**config.mk**
```make
export PLATFORM = sky130hd
export DESIGN_NAME = av_token_scheduler
export DESIGN_NICKNAME = d
export VERILOG_FILES = /design/src/rtl/av_token_scheduler.sv
export SDC_FILE = /design/constraint.sdc
export NUM_CORES = 1
export LEC_CHECK = 0
export ABC_AREA = 1
export CORE_ASPECT_RATIO = 1.75
export CORE_MARGIN = 5
export CORE_UTILIZATION = 55
export DETAILED_ROUTE_END_ITERATION = 16
export PLACE_DENSITY = 0.85
export RECOVER_POWER = 25
export SLEW_MARGIN = 20
export SYNTH_ARGS = -nofsm -noshare
export SYNTH_HDL_FRONTEND = slang
export SYNTH_SLANG_ARGS = --single-unit
export TNS_END_PERCENT = 1
```
**constraint.sdc**
```tcl
create_clock -name clk -period 2.85 [get_ports clk]
set_clock_uncertainty 0.1 [all_clocks]
set_input_delay 0.855 -clock clk [delete_from_list [all_inputs] [get_ports clk]]
set_output_delay 0.855 -clock clk [all_outputs]
set_load 0.005 [all_outputs]
```
**src/rtl/av_token_scheduler.sv**
```systemverilog
// av_token_scheduler: walks the A*V multiply engine across every token of one
// attention head, one engine invocation per token, using the precision code
// for that token from a snapshot of prec_map. It also counts issued tokens
// per precision and guards each invocation with a watchdog.
//
// Optional feature macro: AV_SCHED_SKIP_EN
//   defined   : tokens coded 2'b11 (pruned) are skipped without an engine start
//               and counted in cnt_skip.
//   undefined : code 2'b11 is issued as FP16 (2'b10) and cnt_skip stays 0.
module av_token_scheduler #(
  parameter int NUM_TOKENS     = 8,
  parameter int IDX_W          = $clog2(NUM_TOKENS),
  parameter int TIMEOUT_CYCLES = 64,
  parameter int CNT_W          = 16
) (
  input  logic                    clk,
  input  logic                    rst_n,
  input  logic                    start,
  input  logic [2*NUM_TOKENS-1:0] prec_map,
  output logic                    eng_start,
  output logic [1:0]              eng_precision_sel,
  output logic [IDX_W-1:0]        eng_token_idx,
  input  logic                    eng_done,
  output logic                    busy,
  output logic                    done,
  output logic                    timeout_err,
  output logic [CNT_W-1:0]        cnt_int4,
  output logic [CNT_W-1:0]        cnt_int8,
  output logic [CNT_W-1:0]        cnt_fp16,
  output logic [CNT_W-1:0]        cnt_skip
);

`ifdef AV_SCHED_SKIP_EN
  localparam bit SKIP_EN = 1'b1;
`else
  localparam bit SKIP_EN = 1'b0;
`endif

  localparam int               WD_W     = $clog2(TIMEOUT_CYCLES);
  localparam logic [WD_W-1:0]  WD_LAST  = WD_W'(TIMEOUT_CYCLES - 1);
  localparam logic [IDX_W-1:0] IDX_LAST = IDX_W'(NUM_TOKENS - 1);
  localparam logic [IDX_W-1:0] IDX_ONE  = {{(IDX_W-1){1'b0}}, 1'b1};
  localparam logic [WD_W-1:0]  WD_ONE   = {{(WD_W-1){1'b0}}, 1'b1};

  typedef enum logic [2:0] {
    S_IDLE   = 3'd0,
    S_ISSUE  = 3'd1,
    S_WAIT   = 3'd2,
    S_NEXT   = 3'd3,
    S_FINISH = 3'd4,
    S_ABORT  = 3'd5
  } state_t;

  // Precision code the engine sees for token i; pruned folds to FP16 when
  // skipping is not built in, so the engine never receives 2'b11.
  function automatic logic [1:0] token_code(input logic [2*NUM_TOKENS-1:0] map,
                                            input logic [IDX_W-1:0]        i);
    logic [1:0] raw;
    raw = map[{i, 1'b0} +: 2];
    if (!SKIP_EN && (raw == 2'b11)) begin
      token_code = 2'b10;
    end else begin
      token_code = raw;
    end
  endfunction

  // A token is skipped only when the feature is built in and it is pruned.
  function automatic logic is_skip(input logic [1:0] code);
    is_skip = SKIP_EN && (code == 2'b11);
  endfunction

  // Saturating increment so the counters stick at all-ones instead of wrapping.
  function automatic logic [CNT_W-1:0] sat_inc(input logic [CNT_W-1:0] v);
    if (v == {CNT_W{1'b1}}) begin
      sat_inc = v;
    end else begin
      sat_inc = v + {{(CNT_W-1){1'b0}}, 1'b1};
    end
  endfunction

  state_t                  state_r, next_state_s;
  logic [IDX_W-1:0]        idx_r, next_idx_s;
  logic [2*NUM_TOKENS-1:0] snap_r;
  logic [WD_W-1:0]         wdog_r;
  logic                    load_s;
  logic                    timeout_hit_s;
  logic [1:0]              issue_code_s;

  // Next-state decode plus the precision of whichever token will be issued next.
  always_comb begin
    next_state_s  = state_r;
    next_idx_s    = idx_r;
    load_s        = 1'b0;
    timeout_hit_s = 1'b0;
    case (state_r)
      S_IDLE: begin
        if (start) begin
          next_state_s = S_ISSUE;
          next_idx_s   = '0;
          load_s       = 1'b1;
        end else begin
          next_state_s = S_IDLE;
        end
      end
      S_ISSUE: begin
        if (is_skip(eng_precision_sel)) begin
          next_state_s = S_NEXT;
        end else begin
          next_state_s = S_WAIT;
        end
      end
      S_WAIT: begin
        // eng_done takes priority over an expiring watchdog
        if (eng_done) begin
          next_state_s = S_NEXT;
        end else if (wdog_r == WD_LAST) begin
          next_state_s  = S_ABORT;
          timeout_hit_s = 1'b1;
        end else begin
          next_state_s = S_WAIT;
        end
      end
      S_NEXT: begin
        if (idx_r == IDX_LAST) begin
          next_state_s = S_FINISH;
        end else begin
          next_state_s = S_ISSUE;
          next_idx_s   = idx_r + IDX_ONE;
        end
      end
      S_FINISH: next_state_s = S_IDLE;
      S_ABORT:  next_state_s = S_IDLE;
      default:  next_state_s = S_IDLE;
    endcase
    // On the accepting cycle the snapshot is not loaded yet, so read the port.
    if (load_s) begin
      issue_code_s = token_code(prec_map, next_idx_s);
    end else begin
      issue_code_s = token_code(snap_r, next_idx_s);
    end
  end

  // State, snapshot, watchdog and the registered engine/handshake outputs.
  always_ff @(posedge clk) begin
    if (!rst_n) begin
      state_r           <= S_IDLE;
      idx_r             <= '0;
      snap_r            <= '0;
      wdog_r            <= '0;
      eng_start         <= 1'b0;
      eng_precision_sel <= 2'b00;
      eng_token_idx     <= '0;
      busy              <= 1'b0;
      done              <= 1'b0;
      timeout_err       <= 1'b0;
    end else begin
      state_r   <= next_state_s;
      idx_r     <= next_idx_s;
      busy      <= (next_state_s != S_IDLE);
      done      <= (next_state_s == S_FINISH) || (next_state_s == S_ABORT);
      eng_start <= (next_state_s == S_ISSUE) && !is_skip(issue_code_s);
      if (load_s) begin
        snap_r <= prec_map;
      end
      if (next_state_s == S_ISSUE) begin
        eng_precision_sel <= issue_code_s;
        eng_token_idx     <= next_idx_s;
      end
      if (state_r == S_WAIT) begin
        wdog_r <= wdog_r + WD_ONE;
      end else begin
        wdog_r <= '0;
      end
      if (load_s) begin
        timeout_err <= 1'b0;
      end else if (timeout_hit_s) begin
        timeout_err <= 1'b1;
      end
    end
  end

  // Per-precision issue counters: cleared by an accepted start, held otherwise.
  always_ff @(posedge clk) begin
    if (!rst_n) begin
      cnt_int4 <= '0;
      cnt_int8 <= '0;
      cnt_fp16 <= '0;
    end else if (load_s) begin
      cnt_int4 <= '0;
      cnt_int8 <= '0;
      cnt_fp16 <= '0;
    end else if (state_r == S_ISSUE) begin
      case (eng_precision_sel)
        2'b00:   cnt_int4 <= sat_inc(cnt_int4);
        2'b01:   cnt_int8 <= sat_inc(cnt_int8);
        2'b10:   cnt_fp16 <= sat_inc(cnt_fp16);
        default: cnt_fp16 <= cnt_fp16;
      endcase
    end
  end

`ifdef AV_SCHED_SKIP_EN
  // Skipped-token counter, bumped in the ISSUE cycle of a pruned token.
  always_ff @(posedge clk) begin
    if (!rst_n) begin
      cnt_skip <= '0;
    end else if (load_s) begin
      cnt_skip <= '0;
    end else if ((state_r == S_ISSUE) && is_skip(eng_precision_sel)) begin
      cnt_skip <= sat_inc(cnt_skip);
    end
  end
`else
  assign cnt_skip = '0;
`endif

endmodule

```
### Yosys cells after proc, flatten, opt, wreduce, memory -nomap -nowiden

Cells that the tools add are included.

| word-level totals | value |
|---|---|
| register bits after elaboration | 85 |
| logic and storage cells | 64 |

| cells by class | value |
|---|---|
| add/sub/neg operators | 5 |
| equal/unequal tests | 15 |
| shifts and indexed selects | 2 |
| muxes and demuxes | 16 |
| bitwise operators | 4 |
| reductions and logical operators | 9 |

Operator list:

| cell | count |
|---|---|
| $add A16 B1 Y16 const B | 3 |
| $eq A16 B16 Y1 const B | 3 |
| $shiftx A16 B5 Y2 | 2 |
| $mux W3 | 5 |
| $pmux W3 S4 | 1 |
| $eq A3 B3 Y1 const B | 3 |
| $reduce_and A3 Y1 | 3 |
| $add A6 B1 Y6 const B | 1 |
| $eq A2 B2 Y1 const B | 3 |
| $eq A3 B1 Y1 const B | 2 |
| $eq A3 B2 Y1 const B | 2 |
| $eq A6 B6 Y1 const B | 1 |
| $mux W1 | 6 |
| $mux W2 | 3 |
| $pmux W3 S2 | 1 |
| $not A1 Y1 | 4 |
| $add A3 B1 Y3 const B | 1 |
| $logic_not A3 Y1 | 1 |
| $reduce_bool A3 Y1 | 1 |
| $eq A2 B1 Y1 const B | 1 |
| $logic_not A2 Y1 | 1 |
| $reduce_and A2 Y1 | 1 |
| $reduce_or A2 Y1 | 1 |
| $logic_or A1 B1 Y1 | 1 |

### Depth between registers and ports, before layout

Gate-level depths: netlist of run 1.

| depth | value |
|---|---|
| word-level depth | 7 |
| depth in mapped cells | 13 |
| mapped depth without buffers | 13 |

### Least setup slack after synthesis of run 1

No wires, ideal clock.

| timing | value |
|---|---|
| path type | input to register |
| from | input port start |
| to | register eng_precision_sel[0] |
| setup time | 119 ps |
| arrival time | 1,805 ps |
| required time | 2,631 ps |
| path slack | 825 ps |
| stages on the path | 12 |
| path buffers | 1 |
| cells stage by stage | inv_1 > nor2_1 > nand2_1 > nand3_4 > nand2_2 > buf_6 > o21ai_0 > nand2_1 > nand3_1 > nand2_1 > inv_1 > a21oi_1 |

| between the ends | value |
|---|---|
| cells in the longest elaborated chain, start to end | 6 |
| elaborated cells on any way between the ends | 14 |
| classes of those cells | eq/ne (3); shift (2); mux (9) |

RTL lines:

| what | RTL line | source |
|---|---|---|
| from (decl) | 18 | `input logic start,` |
| $mux W3 | 97 | `if (start) begin` |
| $pmux W3 S2 | 95 | `case (state_r)` |
| $shiftx A16 B5 Y2 | 59 | `raw = map[{i, 1'b0} +: 2];` |
| $eq A2 B2 Y1 | 60 | `if (!SKIP_EN && (raw == 2'b11)) begin` |
| $mux W2 | 60 |  |
| $mux W2 | 136 | `if (load_s) begin` |
| to (signal assigned) | 166 | `eng_precision_sel <= issue_code_s;` |
| to (decl) | 21 | `output logic [1:0] eng_precision_sel,` |

Parallel ways exist; a longest one is shown, timed or not.
A chain may end at the register's enable or synchronous reset.

### Worst setup path in the final report of run 1

Ends and elaborated chain as after synthesis.

==> metrics.md, run 1 <==
| Metric | Value |
|---|---|
| Max-Cap Viols | `0` |
| Pre-antenna DRT Iters | `5` |
| Commonest cells after routing, fill and taps aside | `nand2_1, dfxtp_1, inv_1, nor2_1, clkdlybuf4s50_1` |
| DRC | `0` |
| Antenna Nets Post-Route | `0` |
| Most common cell after layout, fill and taps aside | `nand2_1` |
| Ratio of cells with drive above 1 in the final layout | `0.0495` |
| H-tree Lvls | `3` |
| LEAKAGE | `around 2 nW` |
| HPWL after detailed placement | `7930 um` |
| Post-cts hold buffer count | `0` |
| Crit Path Class | `input pin to flip-flop` |
| Synthesis Warnings | `0` |
| First-pass GRT wire length | `approximately 17000 um` |
| EDFF count, synth | `0` |
| Crit-path max FO | `7` |
| Syn-to-layout area delta | `24.0%` |
| Syn avg cell area | `~7 um^2` |
| Arr. time, crit path | `2.61 ns` |
| Layout Nets | `728` |
| Netlist area before placement | `0.00437 mm^2` |
| Most used DFF post-synth | `dfxtp_1` |
| # IOs | `93` |
| Placer Congestion | `0.930` |
| I/O Buffers | `76` |
| Seq/Total Area, Yosys | `0.389` |
| Setup TNS Final | `0 ns` |
| Worst Path Required | `approximately 3.0 ns` |
| Die Height | `between 100 and 150 um` |
| Rel. slew slack | `0.515` |
| Largest net degree at the start of global routing | `35` |
| Final Critical Period | `between 2 and 2.5 ns` |
| Fmax | `0.403 GHz` |
| Drt total wl | `10600 um` |
| CTS Buffer Depth | `2` |
| Worst-path clk slew | `0.06 ns` |
| Die ar. | `0.00990 mm^2` |
| FF-to-FF path depth | `10` |
| Cts bufs inserted | `9` |
| Vias | `4263` |
| Clock Latency Late Sink | `0.34 ns` |
| Capture point of the critical path | `eng_precision_sel[0]` |
| RSZ-0062 raised after global routing | `no` |
| Hold Path Class | `flip-flop to flip-flop` |
| Antenna Cells | `0` |
| Crit end category | `flip-flop` |
| Number of global-route vias before repair | `4042` |
| R2R setup slack | `0.51 ns` |
| Post-route clock period utilization | `0.870` |
| Critical path launch point type | `input pin` |
| Vias per Instance | `5.35` |
| Final Hold Viols | `0` |
| Std-Cell Rows | `43` |
| Core Region | `0.00786 mm^2` |
| Initial core utilization | `0.556` |
| Post-synth ARST share | `0` |
| Post-CTS Resized | `0` |
| Total gr overflow | `0` |
| Worst setup path startpoint | `start` |
| Status | `finished, final reports clean` |
| Synth Register Bits | `85` |
| Reg-to-reg endpoint | `cnt_fp16[6]` |
| Post-CTS setup buffer count | `0` |
| Power Dens Cells | `roughly 480 mW/mm^2` |
| Sink Count | `85` |
| Fin. max-slew vios | `0` |
| Total Routing Usage GR | `0.211` |
| Final core utilization | `0.690` |
| CTS root buf | `clkbuf_16` |
| Actual slew at the worst max-slew pin | `0.727 ns` |
| Setup-failing EPs final | `0` |
| Library cells used by synthesis | `36` |
| Die Wd | `77.4 um` |
| CTS tree | `built` |
| Peak supply drop | `0.000406 V` |
| Critical R2R Launch | `cnt_fp16[0]` |
| 1st-iter DRT viols | `260` |
| Initial antenna violation count | `0` |
| Cells after synthesis | `approximately 630` |
| Total power | `2.62 mW` |
| Routed len/inst | `13.3 um` |
[sequential cells by signal, indices dropped and copies added (netlist names)]
register / cells
busy: 1
cnt_fp16: 16
cnt_int4: 16
cnt_int8: 16
done: 1
eng_precision_sel: 2
eng_start: 1
eng_token_idx: 3
idx_r: 3
snap_r: 16
state_r: 3
timeout_err: 1
wdog_r: 6
[critical path: stages]
cell and delay (ns):
clkdlybuf4s50_1 0.46, inv_1 0.05, nor2_1 0.08, nand2_1 0.18, nand3_1 0.14, nand2_1 0.19, inv_1 0.23, nand3_1 0.10
nand3_1 0.13, nand2_1 0.06, nand3_1 0.06, a21oi_1 0.07
[cell usage after synthesis (2+ instances only)]
master	n	area [um^2]
nand2_1	142	533
dfxtp_1	85	1700
inv_1	71	267
nor2_1	68	255
a21oi_1	52	260
nand3_1	50	250
o21ai_0	35	175
nor3_1	19	95.1
buf_4	17	128
xor2_1	15	131
clkbuf_1	11	41.3
xnor2_1	10	87.6
nand4_1	9	56.3
nor3b_1	7	52.6
ha_1	5	62.6
nand2_2	5	31.3
buf_2	3	15.0
buf_6	3	33.8
inv_2	2	7.51
nor2_2	2	12.5
nor4_4	2	42.5
o21a_1	2	15.0
[cell type report]
cell class	instances	area [um^2]
clock inverters	1	5.00
well taps	90	113
inverters	74	278
multi-input cells	450	2220
flip-flops and latches	85	1700
clock buffers	14	274
repair buffers	83	822
fillers	701	2440
[logic make-up after synthesis]
logic type	after synthesis	synth area share
other	1	0.000858
DFF	85	0.389
buffers and inverters	109	0.114
adders and majority gates	5	0.0143
xor gates and xnor gates	25	0.0501
AOI/OAI and AO/OA	95	0.115
and+or+nand+nor	309	0.316
[layer usage]
layer / share of wire / wire [um] / track usage / up-vias
li1: - / - / - / 2144
met1: 0.36 / 3860 / 0.205 / 1946
met2: 0.55 / 5820 / 0.406 / 148
met3: 0.058 / 612 / 0.0464 / 25
met4: 0.028 / 293 / 0.107 / 0
met5: 0 / 0 / 0 / -
[report_power, final]
group	internal, mW	leakage (nW)	switching, mW
combinational	0.109	1.17	0.161
sequential	1.23	0.690	0.0259
clock	0.656	0.139	0.434
total	1.99	2.00	0.621
[worst min path at each step]
stage / slack [ns] / startpoint / cells after the start / endpoint
after global placement: 0.33 / wdog_r[0] / 1 / wdog_r[0]
after global routing: 0.37 / timeout_err / 2 / timeout_err
final: 0.35 / timeout_err / 2 / timeout_err
after floorplan: 0.32 / wdog_r[0] / 1 / wdog_r[0]
after CTS: 0.36 / timeout_err / 2 / timeout_err
after detailed placement: 0.34 / wdog_r[0] / 1 / wdog_r[0]
[through the flow]
step,setup slack (ns),area [um^2],hold WS [ns],cells
after floorplan,0.825,4430,0.318,644
after global placement,0.0982,5140,0.330,782
after detailed placement,0.0665,5140,0.336,782
after CTS,0.423,5420,0.356,797
after global routing,0.270,5420,0.372,797
final,0.370,5420,0.349,797
Power figures use the tool's default switching activity.
==> inputs of run 2 (changes only) <==
--- a/config.mk
+++ b/config.mk
@@ -11,7 +11,7 @@
 export CORE_UTILIZATION = 55
 export DETAILED_ROUTE_END_ITERATION = 16
 export PLACE_DENSITY = 0.85
-export RECOVER_POWER = 25
+export RECOVER_POWER = 100
 export SLEW_MARGIN = 20
 export SYNTH_ARGS = -nofsm -noshare
 export SYNTH_HDL_FRONTEND = slang
==> run 2 against run 1 <==
  * Combinational power decreased by 1%
  * Clock-buffer cell count unchanged
  * Die area unchanged
  * Via count decreased by 0.70%
  * Critical path depth unchanged
  * Maximum frequency decreased by 4.2%
  * Flip-flop and latch count unchanged
  * Utilization decreased by 0.16 points
  * Non-clock buffer count unchanged
  * Critical path type unchanged
  * Highest routed layer unchanged
==> metrics.md, run 2 (synthesized netlist as in run 1, its figures left out) <==
| Metric | Value |
|---|---|
| Status | `finished, final reports clean (unchanged)` |
| Setup slack after layout | `0.261 ns (was 0.370 ns)` |
| # IOs | `93 (unchanged)` |
| Fmax | `0.386 GHz (was 0.403 GHz)` |
| Vias per Instance | `5.31 (was 5.35)` |
| Clock Latency Late Sink | `0.34 ns (about the same)` |
| Hold Startpoint | `timeout_err (unchanged)` |
| I/O Buffers | `76 (unchanged)` |
| Initial antenna violation count | `0 (unchanged)` |
| Drt total wl | `10500 um (was 10600 um)` |
| Worst Hold End | `timeout_err (unchanged)` |
| Multi-input logic area | `0.00221 mm^2 (was 0.00222 mm^2)` |
| Final Cell Area | `0.00541 mm^2 (was 0.00542 mm^2)` |
| Max-Cap Viols | `0 (unchanged)` |
| Total gr overflow | `0 (unchanged)` |
| Commonest cells after routing, fill and taps aside | `nand2_1, dfxtp_1, inv_1, nor2_1, dlygate4sd3_1 (was nand2_1, dfxtp_1, inv_1, nor2_1, clkdlybuf4s50_1)` |
| Pre-antenna DRT Iters | `4 (was 5)` |
| Core Region | `0.00786 mm^2 (unchanged)` |
| Worst Path Required | `3.02 ns (was 2.98 ns)` |
| Largest net degree at the start of global routing | `35 (unchanged)` |
| Rel. slew slack | `0.514 (was 0.515)` |
| Most common cell after layout, fill and taps aside | `nand2_1 (unchanged)` |
| Routed len/inst | `13.2 um (was 13.3 um)` |
| Actual slew at the worst max-slew pin | `0.729 ns (was 0.727 ns)` |
| Placer Congestion | `0.930 (unchanged)` |
| Peak supply drop | `0.000403 V (was 0.000406 V)` |
| Max incr delay on CP | `0.54 ns (was 0.46 ns)` |
| Vias | `4233 (was 4263)` |
| CTS tree | `built (unchanged)` |
| Cts bufs inserted | `9 (unchanged)` |
| RSZ-0062 raised after global routing | `no (unchanged)` |
| First-pass GRT wire length | `17100 um (unchanged)` |
| FF-to-FF path depth | `10 (unchanged)` |
| Critical path launch point type | `input pin (unchanged)` |
| CTS Buffer Depth | `2 (unchanged)` |
| Placed cell count | `782 (unchanged)` |
| FF+latch area | `0.00170 mm^2 (unchanged)` |
| CTS root buf | `clkbuf_16 (unchanged)` |
| Antenna Nets Post-Route | `0 (unchanged)` |
| HPWL after detailed placement | `7930 um (unchanged)` |
| Post-CTS setup buffer count | `0 (unchanged)` |
| Crit Path Class | `input pin to flip-flop (unchanged)` |
| Family with the most delay on the worst path | `simple AND/OR/NAND/NOR gates (unchanged)` |
| Hold Path Class | `flip-flop to flip-flop (unchanged)` |
| Power Dens Cells | `483 mW/mm^2 (about the same)` |
| Slowest cell on crit path | `dlygate4sd3_1 (was clkdlybuf4s50_1)` |
| Arr. time, crit path | `2.76 ns (was 2.61 ns)` |
| H-tree Lvls | `3 (unchanged)` |
| Crit end category | `flip-flop (unchanged)` |
| Ratio of cells with drive above 1 in the final layout | `0.0467 (was 0.0495)` |
| Total Routing Usage GR | `0.211 (unchanged)` |
| Setup-failing EPs final | `0 (unchanged)` |
| Fin. max-slew vios | `0 (unchanged)` |
| Final core utilization | `0.688 (was 0.690)` |
| Final Critical Period | `2.59 ns (was 2.48 ns)` |
| Post-cts hold buffer count | `0 (unchanged)` |
| 1st-iter DRT viols | `281 (was 260)` |
| Layout Nets | `728 (unchanged)` |
| Crit path top cell by count | `nand3_1 (unchanged)` |
| Die ar. | `0.00990 mm^2 (unchanged)` |
| Final Non-Filler Cells | `797 (unchanged)` |
| Syn-to-layout area delta | `23.7% (was 24.0%)` |
| Worst Path Buf+Inv | `3 (unchanged)` |
| Setup WS pre-CTS | `0.0665 ns (unchanged)` |
| DRC | `0 (unchanged)` |
| Crit-path cells | `dlygate4sd3_1 -> inv_1 -> nor2_1 -> nand2_1 -> nand3_1 -> nand2_1 -> inv_1 -> nand3_1 -> nand3_1 -> nand2_1 -> nand3_1 -> a21oi_1 (was clkdlybuf4s50_1 -> inv_1 -> nor2_1 -> nand2_1 -> nand3_1 -> nand2_1 -> inv_1 -> nand3_1 -> nand3_1 -> nand2_1 -> nand3_1 -> a21oi_1)` |
| Die Wd | `77.4 um (unchanged)` |
| Setup TNS Final | `0 ns (unchanged)` |
| R2R setup slack | `0.32 ns (was 0.51 ns)` |
| Crit-path max FO | `7 (unchanged)` |
| Number of global-route vias before repair | `4042 (unchanged)` |
| Final Hold Viols | `0 (unchanged)` |
| Sink Count | `85 (unchanged)` |
| Die Height | `128 um (unchanged)` |
| Fillers | `704 (was 701)` |
| Worst Hold Depth | `2 (unchanged)` |
| Post-CTS Resized | `0 (unchanged)` |
| Placed Area | `0.00514 mm^2 (unchanged)` |
| Post-route clock period utilization | `0.908 (was 0.870)` |
| Std-Cell Rows | `43 (unchanged)` |
| Reg-to-reg endpoint | `cnt_fp16[6] (unchanged)` |
| Initial core utilization | `0.556 (unchanged)` |
| Critical R2R Launch | `cnt_fp16[0] (unchanged)` |
| Antenna Cells | `0 (unchanged)` |
| Worst-path clk slew | `0.06 ns (about the same)` |
| LEAKAGE | `2.16 nW (was 2.00 nW)` |
[run 2: cell types whose count changed in the layout (fill, tap and decap cells not counted)]
cell	before	now
clkdlybuf4s50_1	67	17
a21oi_1	52	53
nor4_4	2	1
a21oi_2	1	0
dlygate4sd3_1	9	59
nor4_2	0	1
inv_2	2	1
inv_1	71	72
[run 2: worst max-delay path by stage]
stage | from | to | slack [ns] | cells after the start
after floorplan | start | eng_precision_sel[0] | 0.83 | 12
after global placement | start | eng_precision_sel[0] | 0.1 | 12
after detailed placement | start | eng_precision_sel[0] | 0.07 | 12
after CTS | start | eng_precision_sel[0] | 0.42 | 12
final | start | eng_precision_sel[0] | 0.26 | 12
after global routing | cnt_fp16[0] | cnt_fp16[6] | 0.14 | 10
[run 2: cell type report]
cell class | count | area share
tap | 90 | 0.0208
clock buffer | 14 | 0.0507
multi-input combinational | 450 | 0.409
clock inverter | 1 | 0.000926
inverter | 74 | 0.0514
sequential | 85 | 0.315
timing repair buffer | 83 | 0.152
[run 2: power by group]
part / switching [mW] / total, mW / internal (mW)
Combinational: 0.160 / 0.266 / 0.105
Clock: 0.434 / 1.09 / 0.656
Sequential: 0.0254 / 1.26 / 1.23
[run 2: worst min-delay path: stages (launching register included)]
cell and delay, ns:
dfxtp_1 0.30, inv_1 0.04, a21oi_1 0.05
[run 2: metrics by stage]
| step | hold slack [ns] | power (mW) |
|---|---|---|
| 2_1_floorplan | 0.318 | 1.46 |
| 3_3_place_gp | 0.330 | 1.54 |
| 3_5_place_dp | 0.336 | 1.55 |
| 4_1_cts | 0.356 | 2.64 |
| 5_1_grt | 0.372 | 2.73 |
| 6_report | 0.349 | 2.61 |
[run 2: routing by layer]
layer,track usage,share of wire,up-vias
li1,-,-,2145
met1,0.205,0.37,1937
met2,0.406,0.56,127
met3,0.0464,0.052,24
met4,0.107,0.025,0
met5,0,0,-
==> inputs of run 3 (changes only) <==
--- a/config.mk
+++ b/config.mk
@@ -5,12 +5,12 @@
 export SDC_FILE = /design/constraint.sdc
 export NUM_CORES = 1
 export LEC_CHECK = 0
-export ABC_AREA = 1
+export ABC_AREA = 0
 export CORE_ASPECT_RATIO = 1.75
 export CORE_MARGIN = 5
-export CORE_UTILIZATION = 55
+export CORE_UTILIZATION = 54
 export DETAILED_ROUTE_END_ITERATION = 16
-export PLACE_DENSITY = 0.85
+export PLACE_DENSITY = 0.86
 export RECOVER_POWER = 100
 export SLEW_MARGIN = 20
 export SYNTH_ARGS = -nofsm -noshare
==> run 3 against run 2 <==
  * Sequential power about the same
  * Non-clock buffer count rose by 11
  * Flip-flop and latch count is the same
  * Via count is 18% lower
  * Synthesized cell count decreased by 28%
  * Final area down 6.2%
  * First-iteration DRC count down 24%
  * Sequential share of layout area grew 2.1 points
  * Combinational power is 13% lower
  * Global-route usage decreased by 0.065 points
==> metrics.md, run 3 <==
| Metric | Value |
|---|---|
| Sink Count | `85 (unchanged)` |
| Cts bufs inserted | `9 (unchanged)` |
| HPWL after detailed placement | `6880 um (was 7930 um)` |
| Number of global-route vias before repair | `3275 (was 4042)` |
| Sw frac | `0.224 (was 0.237)` |
| Initial core utilization | `0.548 (was 0.556)` |
| Synthesis Warnings | `0 (unchanged)` |
| Antenna Cells | `0 (unchanged)` |
| Antenna Nets Post-Route | `0 (unchanged)` |
| Drt total wl | `9260 um (was 10500 um)` |
| Main combinational cell family by area after synthesis | `simple AND/OR/NAND/NOR gates (unchanged)` |
| Pre-antenna DRT Iters | `4 (unchanged)` |
| Placer Congestion | `0.907 (was 0.930)` |
| Vias | `3462 (was 4233)` |
| Crit-path max FO | `3 (was 7)` |
| EDFF count, synth | `0 (unchanged)` |
| Clock network power share | `0.431 (was 0.417)` |
| Status | `finished, final reports clean (unchanged)` |
| Largest net degree at the start of global routing | `27 (was 35)` |
| Final Hold Viols | `0 (unchanged)` |
| Max-Cap Viols | `0 (unchanged)` |
| Syn-to-layout area delta | `29.7% (was 23.7%)` |
| Initial antenna violation count | `0 (unchanged)` |
| Final Critical Period | `2.69 ns (was 2.59 ns)` |
| Std-Cell Rows | `41 (was 43)` |
| Worst setup path startpoint | `start (unchanged)` |
| Mux share of post-synthesis cell area | `0.0275 (was 0)` |
| Vias per Instance | `5.49 (was 5.31)` |
| Setup-failing EPs final | `0 (unchanged)` |
| Die ar. | `0.00910 mm^2 (was 0.00990 mm^2)` |
| Post-cts hold buffer count | `0 (unchanged)` |
| DRC | `0 (unchanged)` |
| Worst hold margin | `0.366 ns (was 0.349 ns)` |
| Crit Path Class | `input pin to flip-flop (unchanged)` |
| Total gr overflow | `0 (unchanged)` |
| Final core utilization | `0.711 (was 0.688)` |
| Internal | `2.01 mW (was 1.99 mW)` |
| Fin. max-slew vios | `0 (unchanged)` |
| Peak supply drop | `0.000410 V (was 0.000403 V)` |
| Placed cell count | `615 (was 782)` |
| RSZ-0062 raised after global routing | `no (unchanged)` |
| Commonest cells after routing, fill and taps aside | `dfxtp_1, nor2_1, nand2_1, dlygate4sd3_1, xor2_1 (was nand2_1, dfxtp_1, inv_1, nor2_1, dlygate4sd3_1)` |
| Met1 Usage GRT | `0.216 (was 0.205)` |
| First-pass GRT wire length | `14700 um (was 17100 um)` |
| Hold Startpoint | `snap_r[6] (was timeout_err)` |
| Clock Latency Late Sink | `0.34 ns (about the same)` |
| Final Non-Filler Cells | `631 (was 797)` |
| Gr busiest metal | `met2 (unchanged)` |
| Power Dens Cells | `512 mW/mm^2 (was 483 mW/mm^2)` |
| H-tree Lvls | `3 (unchanged)` |
| CTS Buffer Depth | `2 (unchanged)` |
| Worst Path Required | `3.03 ns (was 3.02 ns)` |
| Switch Pwr | `0.581 mW (was 0.620 mW)` |
| Die Height | `123 um (was 128 um)` |
| Combinational fraction of design power | `0.089 (was 0.102)` |
| Hold Path Class | `flip-flop to flip-flop (unchanged)` |
| Library cells used by synthesis | `55 (was 36)` |
| Core Region | `0.00713 mm^2 (was 0.00786 mm^2)` |
| Share of the synthesized area in the top cell type | `0.435 (was 0.389)` |
| Met2 usage | `0.378 (was 0.406)` |
| Critical path launch point type | `input pin (unchanged)` |
| Total power | `2.59 mW (was 2.61 mW)` |
| Post-route clock period utilization | `0.944 (was 0.908)` |
| Seq/Total Area, Yosys | `0.435 (was 0.389)` |
| CTS tree | `built (unchanged)` |
| Netlist area before placement | `0.00391 mm^2 (was 0.00437 mm^2)` |
| Simple-gate portion of the synthesized area | `0.262 (was 0.316)` |
| Layout Nets | `567 (was 728)` |
| Area contributors post-synth | `dfxtp_1, xor2_1, nor2_1, nand2_1, buf_4 (was dfxtp_1, nand2_1, inv_1, a21oi_1, nor2_1)` |
| Worst-path clk slew | `0.06 ns (about the same)` |
| Post-synth ARST share | `0 (unchanged)` |
| Routed len/inst | `14.7 um (was 13.2 um)` |
| CTS root buf | `clkbuf_16 (unchanged)` |
| Flop pwr share | `0.480 (was 0.481)` |
| I/O Buffers | `76 (unchanged)` |
| Actual slew at the worst max-slew pin | `0.855 ns (was 0.729 ns)` |
| Most common cell after layout, fill and taps aside | `dfxtp_1 (was nand2_1)` |
| Compound-Gate Fraction of Synth Area | `0.0890 (was 0.115)` |
| Die Wd | `74.3 um (was 77.4 um)` |
| Rel. slew slack | `0.430 (was 0.514)` |
| Total Routing Usage GR | `0.211 (about the same)` |
| Post-synth top cells | `dfxtp_1, nor2_1, nand2_1 (was nand2_1, dfxtp_1, inv_1)` |
| M3 GR Usage | `0.0500 (was 0.0464)` |
| 1st-iter DRT viols | `214 (was 281)` |
| Most used DFF post-synth | `dfxtp_1 (unchanged)` |
| Setup TNS Final | `0 ns (unchanged)` |
| Arr. time, crit path | `2.87 ns (was 2.76 ns)` |
| Crit end category | `flip-flop (unchanged)` |
| Count leader, synth | `dfxtp_1 (was nand2_1)` |
| Ratio of cells with drive above 1 in the final layout | `0.0844 (was 0.0467)` |
| Synth Register Bits | `85 (unchanged)` |
| # IOs | `93 (unchanged)` |
| Syn avg cell area | `8.63 um^2 (was 6.95 um^2)` |
| LEAKAGE | `2.03 nW (was 2.16 nW)` |
| Critical R2R Launch | `idx_r[0] (was cnt_fp16[0])` |
| Cells after synthesis | `453 (was 629)` |
| Xor and xnor area share after synthesis | `0.108 (was 0.0501)` |
| Post-synth top area cell | `dfxtp_1 (unchanged)` |
| Fillers | `576 (was 704)` |
| Fmax | `0.372 GHz (was 0.386 GHz)` |
| Adder-Cell Fraction of Synth Area | `0.0160 (was 0.0143)` |
[run 3: power groups by stage]
stage / registers, mW / clock network [mW] / logic (mW)
3_3_place_gp: 1.27 / 0 / 0.234
4_1_cts: 1.24 / 1.14 / 0.247
2_1_floorplan: 1.26 / 0 / 0.151
6_report: 1.24 / 1.12 / 0.231
5_1_grt: 1.25 / 1.19 / 0.253
3_5_place_dp: 1.27 / 0 / 0.239
[run 3: worst max-delay path, cell delays in order]
cell	delay [ns]
dlygate4sd2_1	0.21
or4b_1	0.50
o21a_4	0.16
a22o_4	0.24
a2111oi_4	0.31
a41oi_2	0.09
a2111oi_2	0.34
a211o_1	0.17
[run 3: cells by family after synthesis]
logic type	after synthesis
buffers and inverters	40
other	1
adders and majority gates	5
muxes	9
AOI/OAI and AO/OA	49
xor gates and xnor gates	48
and+or+nand+nor	216
DFF	85
[run 3: cell type report]
class                           instances  area (um^2)  area share
Tap cell                               86          108      0.0212
Timing Repair Buffer                   94          887       0.175
Sequential cell                        85         1700       0.336
Clock buffer                           12          246      0.0486
Inverter                                9         33.8     0.00667
Clock inverter                          2         35.0     0.00691
Multi-Input combinational cell        343         2060       0.406
[run 3: metrics by stage]
stage                     cell area (um^2)  setup slack (ns)
after detailed placement              4780            -0.423
after floorplan                       3960             0.218
final                                 5070             0.161
after global routing                  5070            0.0658
after global placement                4780            -0.358
after CTS                             5110             0.135
[run 3: routing by layer]
metal | wire (um) | share of wire | vias to the layer above
li1 | - | - | 1698
met1 | 3290 | 0.35 | 1628
met2 | 5110 | 0.55 | 105
met3 | 477 | 0.052 | 31
met4 | 390 | 0.042 | 0
met5 | 0 | 0 | -
[run 3: worst paths after layout]
path | to | slack, ns | cells past startpoint
worst max register to register | eng_precision_sel[0] | 0.25 | 8
worst min register to register | snap_r[6] | 0.37 | 2
worst min-delay path | snap_r[6] | 0.37 | 2
worst max-delay path | eng_precision_sel[0] | 0.16 | 8
[run 3: timing repair]
item | in CTS | in global routing
pin swaps | 4 | 0
buffers inserted | 2 | 0
gates resized for setup | 6 | 1
setup endpoints to repair | 2 | 1
